## config.mk

```make
export PLATFORM = sky130hd
export DESIGN_NAME = rv_fetch_assembler
export DESIGN_NICKNAME = d
export VERILOG_FILES = /design/src/rtl/rv_fetch_assembler.sv
export SDC_FILE = /design/constraint.sdc
export NUM_CORES = 1
export LEC_CHECK = 0
export CAP_MARGIN = 20
export CORE_ASPECT_RATIO = 2
export CORE_UTILIZATION = 47
export DETAILED_ROUTE_END_ITERATION = 6
export PLACE_DENSITY = 0.78
export SLEW_MARGIN = 0
export SYNTH_ARGS = -nofsm -noshare
export SYNTH_HDL_FRONTEND = slang
export SYNTH_SLANG_ARGS = --single-unit
```

## constraint.sdc

```tcl
create_clock -name clk -period 2.02 [get_ports clk]
set_input_delay 0.202 -clock clk [delete_from_list [all_inputs] [get_ports clk]]
set_output_delay 0.202 -clock clk [all_outputs]
set_load 0.01 [all_outputs]
```

## src/rtl/rv_fetch_assembler.sv

```systemverilog
// ============================================================================
// rv_fetch_assembler
// ----------------------------------------------------------------------------
// Instruction-fetch front end. Reads 16-bit halfwords from the instruction
// port of the dual-port cache and assembles them into RV32 instructions
// (16-bit compressed or 32-bit). Assembled instructions are handed to decode
// over a valid/ready handshake. The block owns the fetch PC and accepts
// redirects from branch/jump/trap logic.
//
// Build option:
//   RV_FETCH_RVC_EN  defined   -> compressed (16-bit) instructions are detected
//                                 from bits [1:0] of the low halfword.
//                    undefined -> every instruction is 32-bit, the PC is kept
//                                 word aligned and always advances by 4.
//
// Ports:
//   clk                  system clock, rising edge
//   rst_n                asynchronous active-low reset
//   mem_en               cache instruction-port enable
//   mem_addr             halfword byte address to the cache (bit 0 always 0)
//   mem_rdata            halfword from the cache, valid one cycle after mem_en
//   redirect_valid       load a new fetch PC this cycle
//   redirect_pc          redirect target
//   instr_valid          instr/instr_pc/instr_is_compressed hold an instruction
//   instr_ready          decode accepts the instruction
//   instr                assembled instruction (compressed: zero-extended)
//   instr_pc             address of the instruction
//   instr_is_compressed  1 = 16-bit instruction
//
// Handshake: an instruction transfers on every rising clk edge where
// instr_valid and instr_ready are both 1. While instr_valid=1 and
// instr_ready=0 the payload is held stable; instr_valid drops only after a
// transfer or a redirect, never on its own.
//
// Debug visibility: the FSM state is held in state_q (encodings below).
// ============================================================================
module rv_fetch_assembler #(
    parameter int                    ADDR_WIDTH = 16,
    parameter logic [ADDR_WIDTH-1:0] RESET_PC   = '0
) (
    input  logic                  clk,
    input  logic                  rst_n,
    output logic                  mem_en,
    output logic [ADDR_WIDTH-1:0] mem_addr,
    input  logic [15:0]           mem_rdata,
    input  logic                  redirect_valid,
    input  logic [ADDR_WIDTH-1:0] redirect_pc,
    output logic                  instr_valid,
    input  logic                  instr_ready,
    output logic [31:0]           instr,
    output logic [ADDR_WIDTH-1:0] instr_pc,
    output logic                  instr_is_compressed
);

    // FSM encodings
    localparam logic [2:0] S_IDLE   = 3'd0;  // only while in reset
    localparam logic [2:0] S_REQ_LO = 3'd1;  // request low halfword at pc
    localparam logic [2:0] S_LO     = 3'd2;  // low halfword arrives
    localparam logic [2:0] S_HI     = 3'd3;  // high halfword arrives
    localparam logic [2:0] S_OUT    = 3'd4;  // instruction presented to decode

`ifdef RV_FETCH_RVC_EN
    // Halfword-aligned PC.
    localparam logic [ADDR_WIDTH-1:0] PC_MASK = ~(ADDR_WIDTH'(1));
`else
    // Word-aligned PC: the low half always sits at xx00, the high half at xx10.
    localparam logic [ADDR_WIDTH-1:0] PC_MASK = ~(ADDR_WIDTH'(3));
`endif

    logic [2:0]            state_q;
    logic [ADDR_WIDTH-1:0] pc_q;
    logic [15:0]           lo_q;
    logic [ADDR_WIDTH-1:0] pc_plus2;
    logic [ADDR_WIDTH-1:0] pc_plus4;
    logic                  rdata_is_c;

    // Wraps modulo 2^ADDR_WIDTH, so a 32-bit instruction in the top halfword
    // takes its high half from address 0.
    assign pc_plus2 = pc_q + ADDR_WIDTH'(2);
    assign pc_plus4 = pc_q + ADDR_WIDTH'(4);

`ifdef RV_FETCH_RVC_EN
    assign rdata_is_c = (mem_rdata[1:0] != 2'b11);
`else
    assign rdata_is_c = 1'b0;
`endif

    // Cache request. In LO the high-half request is issued in the same cycle
    // the low half is seen, which is what gives the 3-cycle 32-bit latency.
    always_comb begin
        mem_en   = 1'b0;
        mem_addr = pc_q;
        case (state_q)
            S_REQ_LO: begin
                mem_en   = 1'b1;
                mem_addr = pc_q;
            end
            S_LO: begin
                if (!rdata_is_c) begin
                    mem_en   = 1'b1;
                    mem_addr = pc_plus2;
                end
            end
            default: begin
                mem_en   = 1'b0;
                mem_addr = pc_q;
            end
        endcase
    end

    always_ff @(posedge clk or negedge rst_n) begin
        if (!rst_n) begin
            state_q             <= S_IDLE;
            pc_q                <= RESET_PC & PC_MASK;
            lo_q                <= 16'h0000;
            instr_valid         <= 1'b0;
            instr               <= 32'h0000_0000;
            instr_pc            <= '0;
            instr_is_compressed <= 1'b0;
        end else if (redirect_valid && (state_q != S_IDLE)) begin
            // Redirect beats everything: drops any half-built instruction and
            // any halfword in flight. If it lands on an OUT transfer, decode
            // has already taken the instruction; only the next PC changes.
            pc_q        <= redirect_pc & PC_MASK;
            instr_valid <= 1'b0;
            state_q     <= S_REQ_LO;
        end else begin
            case (state_q)
                S_IDLE: begin
                    state_q <= S_REQ_LO;
                end
                S_REQ_LO: begin
                    state_q <= S_LO;
                end
                S_LO: begin
                    if (rdata_is_c) begin
                        instr               <= {16'h0000, mem_rdata};
                        instr_is_compressed <= 1'b1;
                        instr_pc            <= pc_q;
                        instr_valid         <= 1'b1;
                        state_q             <= S_OUT;
                    end else begin
                        lo_q    <= mem_rdata;
                        state_q <= S_HI;
                    end
                end
                S_HI: begin
                    instr               <= {mem_rdata, lo_q};
                    instr_is_compressed <= 1'b0;
                    instr_pc            <= pc_q;
                    instr_valid         <= 1'b1;
                    state_q             <= S_OUT;
                end
                S_OUT: begin
                    if (instr_ready) begin
                        pc_q        <= instr_is_compressed ? pc_plus2 : pc_plus4;
                        instr_valid <= 1'b0;
                        state_q     <= S_REQ_LO;
                    end
                end
                default: begin
                    state_q <= S_IDLE;
                end
            endcase
        end
    end

endmodule

```

# Yosys cells after proc, flatten, opt, wreduce, memory -nomap -nowiden
# Cells that the tools add are included.
[word_totals] register_bits=84 in_bits=36 output_inout_bits=67 wordCells=36
[op_classes] n_addsub=2 eq_ne=5 n_mux=11 bitwise=1 n_reduce_logical=11
[op_table] operator="two-way mux 16 bit" n=4
[op_table] operator="adder 16 x 2 -> 16 bit, second input constant" n=1
[op_table] operator="adder 16 x 3 -> 16 bit, second input constant" n=1
[op_table] operator="case mux 3 bit (5 select lines)" n=1
[op_table] operator="AND reduction 2 bit" n=4
[op_table] operator="== test 3 x 2 -> 1 bit, second input constant" n=2
[op_table] operator="two-way mux 3 bit" n=2
[op_table] operator="nonzero test 3 bit" n=2
[op_table] operator="nonzero test 2 bit" n=2
[op_table] operator="== test 3 x 1 -> 1 bit, second input constant" n=1
[op_table] operator="== test 3 bit, second input constant" n=1
[op_table] operator="logical NOT 3 bit" n=1
[op_table] operator="two-way mux 1 bit" n=3
[op_table] operator="inequality test 3 bit, second input constant" n=1
[op_table] operator="case mux 1 bit (2 select lines)" n=1
[op_table] operator="OR reduction 2 bit" n=1
[op_table] operator="logical AND 1 bit" n=1
[op_table] operator="NOT 1 bit" n=1

# Logic depth before layout (Yosys ltp)
[logic_depth] word_depth=4 depth_mapped=7 depth_no_buf=5

# Worst setup path after synthesis
# OpenSTA, ideal clock, no wires.
[synth_timing] kind="reg-to-reg" start="register state_q[0]" end="register lo_q[10]" arrival_ns=1.511 required_time_ns=1.893 setup_slack_ns=0.382 path_stages_with_launch=7 synth_period_minus_slack_ns=1.638 path_cell_list="dfrtp_1 buf_6 nor3b_2 nor2b_1 buf_4 buf_6 mux2_1"
[synth_via] elab_chain_len=4 elab_cells_between_ends=5 cone_classes="eq/ne: 1; bitwise: 1; reduce/logical: 3"
[synth_rtl] item="start, declared" line="70" text="logic [2:0] state_q;"
[synth_rtl] item="start signal, assigned" line="113" text="state_q <= S_IDLE;"
[synth_rtl] item="start signal, assigned" line="126" text="state_q <= S_REQ_LO;"
[synth_rtl] item="start signal, assigned" line="130" text="state_q <= S_REQ_LO;"
[synth_rtl] item="nonzero test 3 bit" line="120" text="end else if (redirect_valid && (state_q != S_IDLE)) begin"
[synth_rtl] item="logical AND 1 bit" line="120"
[synth_rtl] item="NOT 1 bit (no line)"
[synth_rtl] item="AND reduction 2 bit (no line) *"
[synth_rtl] item="end signal, assigned" line="143" text="lo_q <= mem_rdata;"
[synth_rtl] item="end, declared" line="72" text="logic [15:0] lo_q;"
# Every way passes the cells marked *; elsewhere a longest branch is shown, timed or not.
# A chain may end at the register's enable or synchronous reset.

# Final worst setup path
[layout_timing] start="register state_q[0]" end="output port mem_addr[1]"
[layout_via] elab_chain_len=2
[layout_rtl] item="== test 3 x 2 -> 1 bit" line="93" text="case (state_q)"
[layout_rtl] item="two-way mux 16 bit" line="93"
[layout_rtl] item="end, declared" line="44" text="output logic [ADDR_WIDTH-1:0] mem_addr,"
# No other way between the ends.

==> flow_metrics.tcl <==
set metrics [dict create \
    outcome "completed" \
    cts_sinks 80 \
    drt_wl_total_microns 7970 \
    seqCellArea_sq_um 2000 \
    endpoint_kind "output pin" \
    grt_overflow 0 \
    die-width_microns 63.6 \
    initial_core_util_pct 48.8 \
    synth_fa_ha_area_share_pct 0.350 \
    p_per_area_nw_per_um2 1400 \
    die_height_microns 125 \
    cap_violations 0 \
    cts_resized 0 \
    final_cell_area_sq_um 4920 \
    ant_nets 0 \
    core.rowCount 44 \
    dr.max_layer_used "met4" \
    reg2reg_slack_ns 0.24 \
    synthCells 282 \
    cts_tree "built" \
    layout_common_cells "95 x clkdlybuf4s50_1, 80 x dfrtp_1, 44 x mux2_2" \
    synthesis.area_sq_um 3570 \
    gp_congestion 0.866 \
    avgSynthCellArea_sq_um 12.7 \
    post_dp_cell_area_sq_um 4620 \
    r2r_start "state_q[1]" \
    met3_length_microns 259 \
    power.leakage_nw 2.04 \
    cts_root_buf "clkbuf_16" \
    path_clk_slew_ns 0.06 \
    yosys.area_share.simple_pct 10.8 \
    synthXorXnorAreaFrac_pct 0.245 \
    synth-seq-cells 80 \
    multi_input_area_sq_um 1370 \
    io-pin-count 103 \
    clockBufferDepth 2 \
    tightest_slew_ns 0.880 \
    antenna_found_initial 0 \
    clock_latency_ns 0.33 \
    setup_viol 0 \
    layout_commonest_cell "clkdlybuf4s50_1" \
    synth_seq_area_share_pct 56.0 \
    drc 0 \
    post-cts-setup-buffers 0 \
    grt_usage_pct 22.1 \
    ys.flop_type "dfrtp_1" \
    period_share_pct 94.3 \
    cts_buffers 9 \
    fill_cells 563 \
    firstDrtPassIters 4 \
    min-delay-path-class "in -> async" \
    cp_slowest_cell "clkdlybuf4s50_1" \
    pre_cts_ws_ns 0.115 \
    total_power_mw 6.87 \
    max_stage_delay_ns 0.57 \
    ir_drop_v 0.000660 \
    final_nets 411 \
    drive_gt1_share_pct 22.0 \
    rr_endpoint "pc_q[9]" \
    rsz0062_at_grt "false" \
    holdBufCountCts 1 \
    io_buffer_count 96 \
    start_kind "flip-flop" \
    dp_hpwl_microns 5840 \
    wl_met1_microns 2940 \
    finalHoldViolCount 0 \
    drv_slew 0 \
    crit_required_ns 1.82 \
    cp.arrival_ns 1.70 \
    coreArea_sq_um 7320 \
    vias 2554 \
    fmax_mhz 525 \
    yosysUniqueCellTypes 46 \
    viasPerCell 5.43 \
    skew_ns 0.00368 \
    synth_edf_count 0 \
    crit_chain "buf_4 > nor3b_2 > clkdlybuf4s50_1" \
    max_slew_margin_pct 41.0 \
    synth.area.mux_share_pct 19.5 \
    worst_slack_ns 0.116 \
    grt_pass1_wl_microns 13200 \
    synth_top_family_by_area "multiplexers" \
    wl_met2_microns 4570 \
    grt_max_degree 47 \
    htreeDepth 3 \
    min_period_ns 1.90 \
    synth_compound_area_share_pct 6.90 \
    diodes 0 \
    path_class "reg -> out" \
    drtIter0Drc 139 \
    synthArstFlopShare_pct 100 \
    syn_to_final_growth_pct 37.7 \
    rr_worst_depth 5 \
    first_global_vias 2549 \
    finalSetupTns_ns 0 \
    die-area_sq_um 7970 \
    path_max_fanout 9 \
    ys_warn_count 0 \
    wl_per_cell_microns 17.0 \
]
==> stage by stage <==
step	hold slack [ns]	util [%]	cells
floorplan	-0.0936	-	285
global placement	0.238	63.1	454
detailed placement	0.243	63.1	454
CTS	0.431	67.2	470
global route	0.482	67.2	470
finish	0.413	67.2	470
==> power breakdown <==
part	leakage, nW	total, mW	switching (mW)	internal (mW)
registers	0.960	2.76	0.464	2.29
logic	0.944	2.54	0.961	1.57
clock network	0.139	1.57	0.593	0.982
total	2.04	6.87	2.02	4.85
==> worst max-delay path, delay by kind of cell, from the launching register on <==
kind	cells	cell delay, ns
buffers and inverters	2	0.76
flip-flops	1	0.39
AND/OR/NAND/NOR	1	0.23
==> routing by layer <==
| metal | vias up | track usage (%) |
|---|---|---|
| li1 | 1188 | - |
| met1 | 1279 | 23.6 |
| met2 | 72 | 40.0 |
| met3 | 15 | 5.20 |
| met4 | 0 | 9.89 |
| met5 | - | 0 |
==> sequential cells by signal, summed over array words and instances (netlist names) <==
signal / count
state_q: 3
instr_pc: 14
instr_valid: 1
pc_q: 14
lo_q: 16
instr: 32
==> cell families (layout without fill, tap and decap cells) <==
| logic type | count (synthesis) | in the layout |
|---|---|---|
| buffers and inverters | 36 | 129 |
| xor gates and xnor gates | 1 | 1 |
| adders and majority gates | 1 | 1 |
| DFF | 80 | 80 |
| muxes | 62 | 62 |
| and+or+nand+nor | 61 | 61 |
| other | 1 | 4 |
| AOI/OAI and AO/OA | 40 | 40 |
==> worst max-delay path by stage <==
stage	slack, ns	endpoint	depth (start not counted)	from
2_1_floorplan	0.38	lo_q[10]	6	state_q[0]
3_3_place_gp	0.14	pc_q[13]	4	redirect_valid
3_5_place_dp	0.12	pc_q[13]	4	redirect_valid
4_1_cts	0.08	mem_en	4	state_q[1]
5_1_grt	0.005	mem_en	4	state_q[1]
6_report	0.12	mem_addr[1]	3	state_q[0]
==> cell usage after synthesis, types with 2 or more instances <==
library cell   n  area share, %
o21ai_1        2           0.28
nor3_1         7           0.98
dfrtp_1       80             56
mux2_2        44             14
nand3_1        5           0.70
nand2b_1       4           0.70
and3_1         4           0.70
nor4_1         4           0.70
buf_6          4            1.3
buf_2          7           0.98
buf_4         11            2.3
o22ai_1        3           0.53
a21oi_1       16            2.2
a31oi_1        2           0.35
nor3b_2        3            1.1
or4_1          2           0.42
nand4_1        7            1.2
nand2_1        7           0.74
mux2_1        18            5.7
nor2_1         8           0.84
o21ai_0        7           0.98
clkbuf_1      13            1.4
==> layout make-up <==
cell class	instances	area share [%]
flip-flops and latches	80	40.7
multi-input cells	169	27.8
repair buffers	113	23.2
clock buffers	12	5.01
well taps	92	2.34
clock inverters	3	0.865
inverters	1	0.0763
No activity file was read; power rests on OpenSTA's default activity.
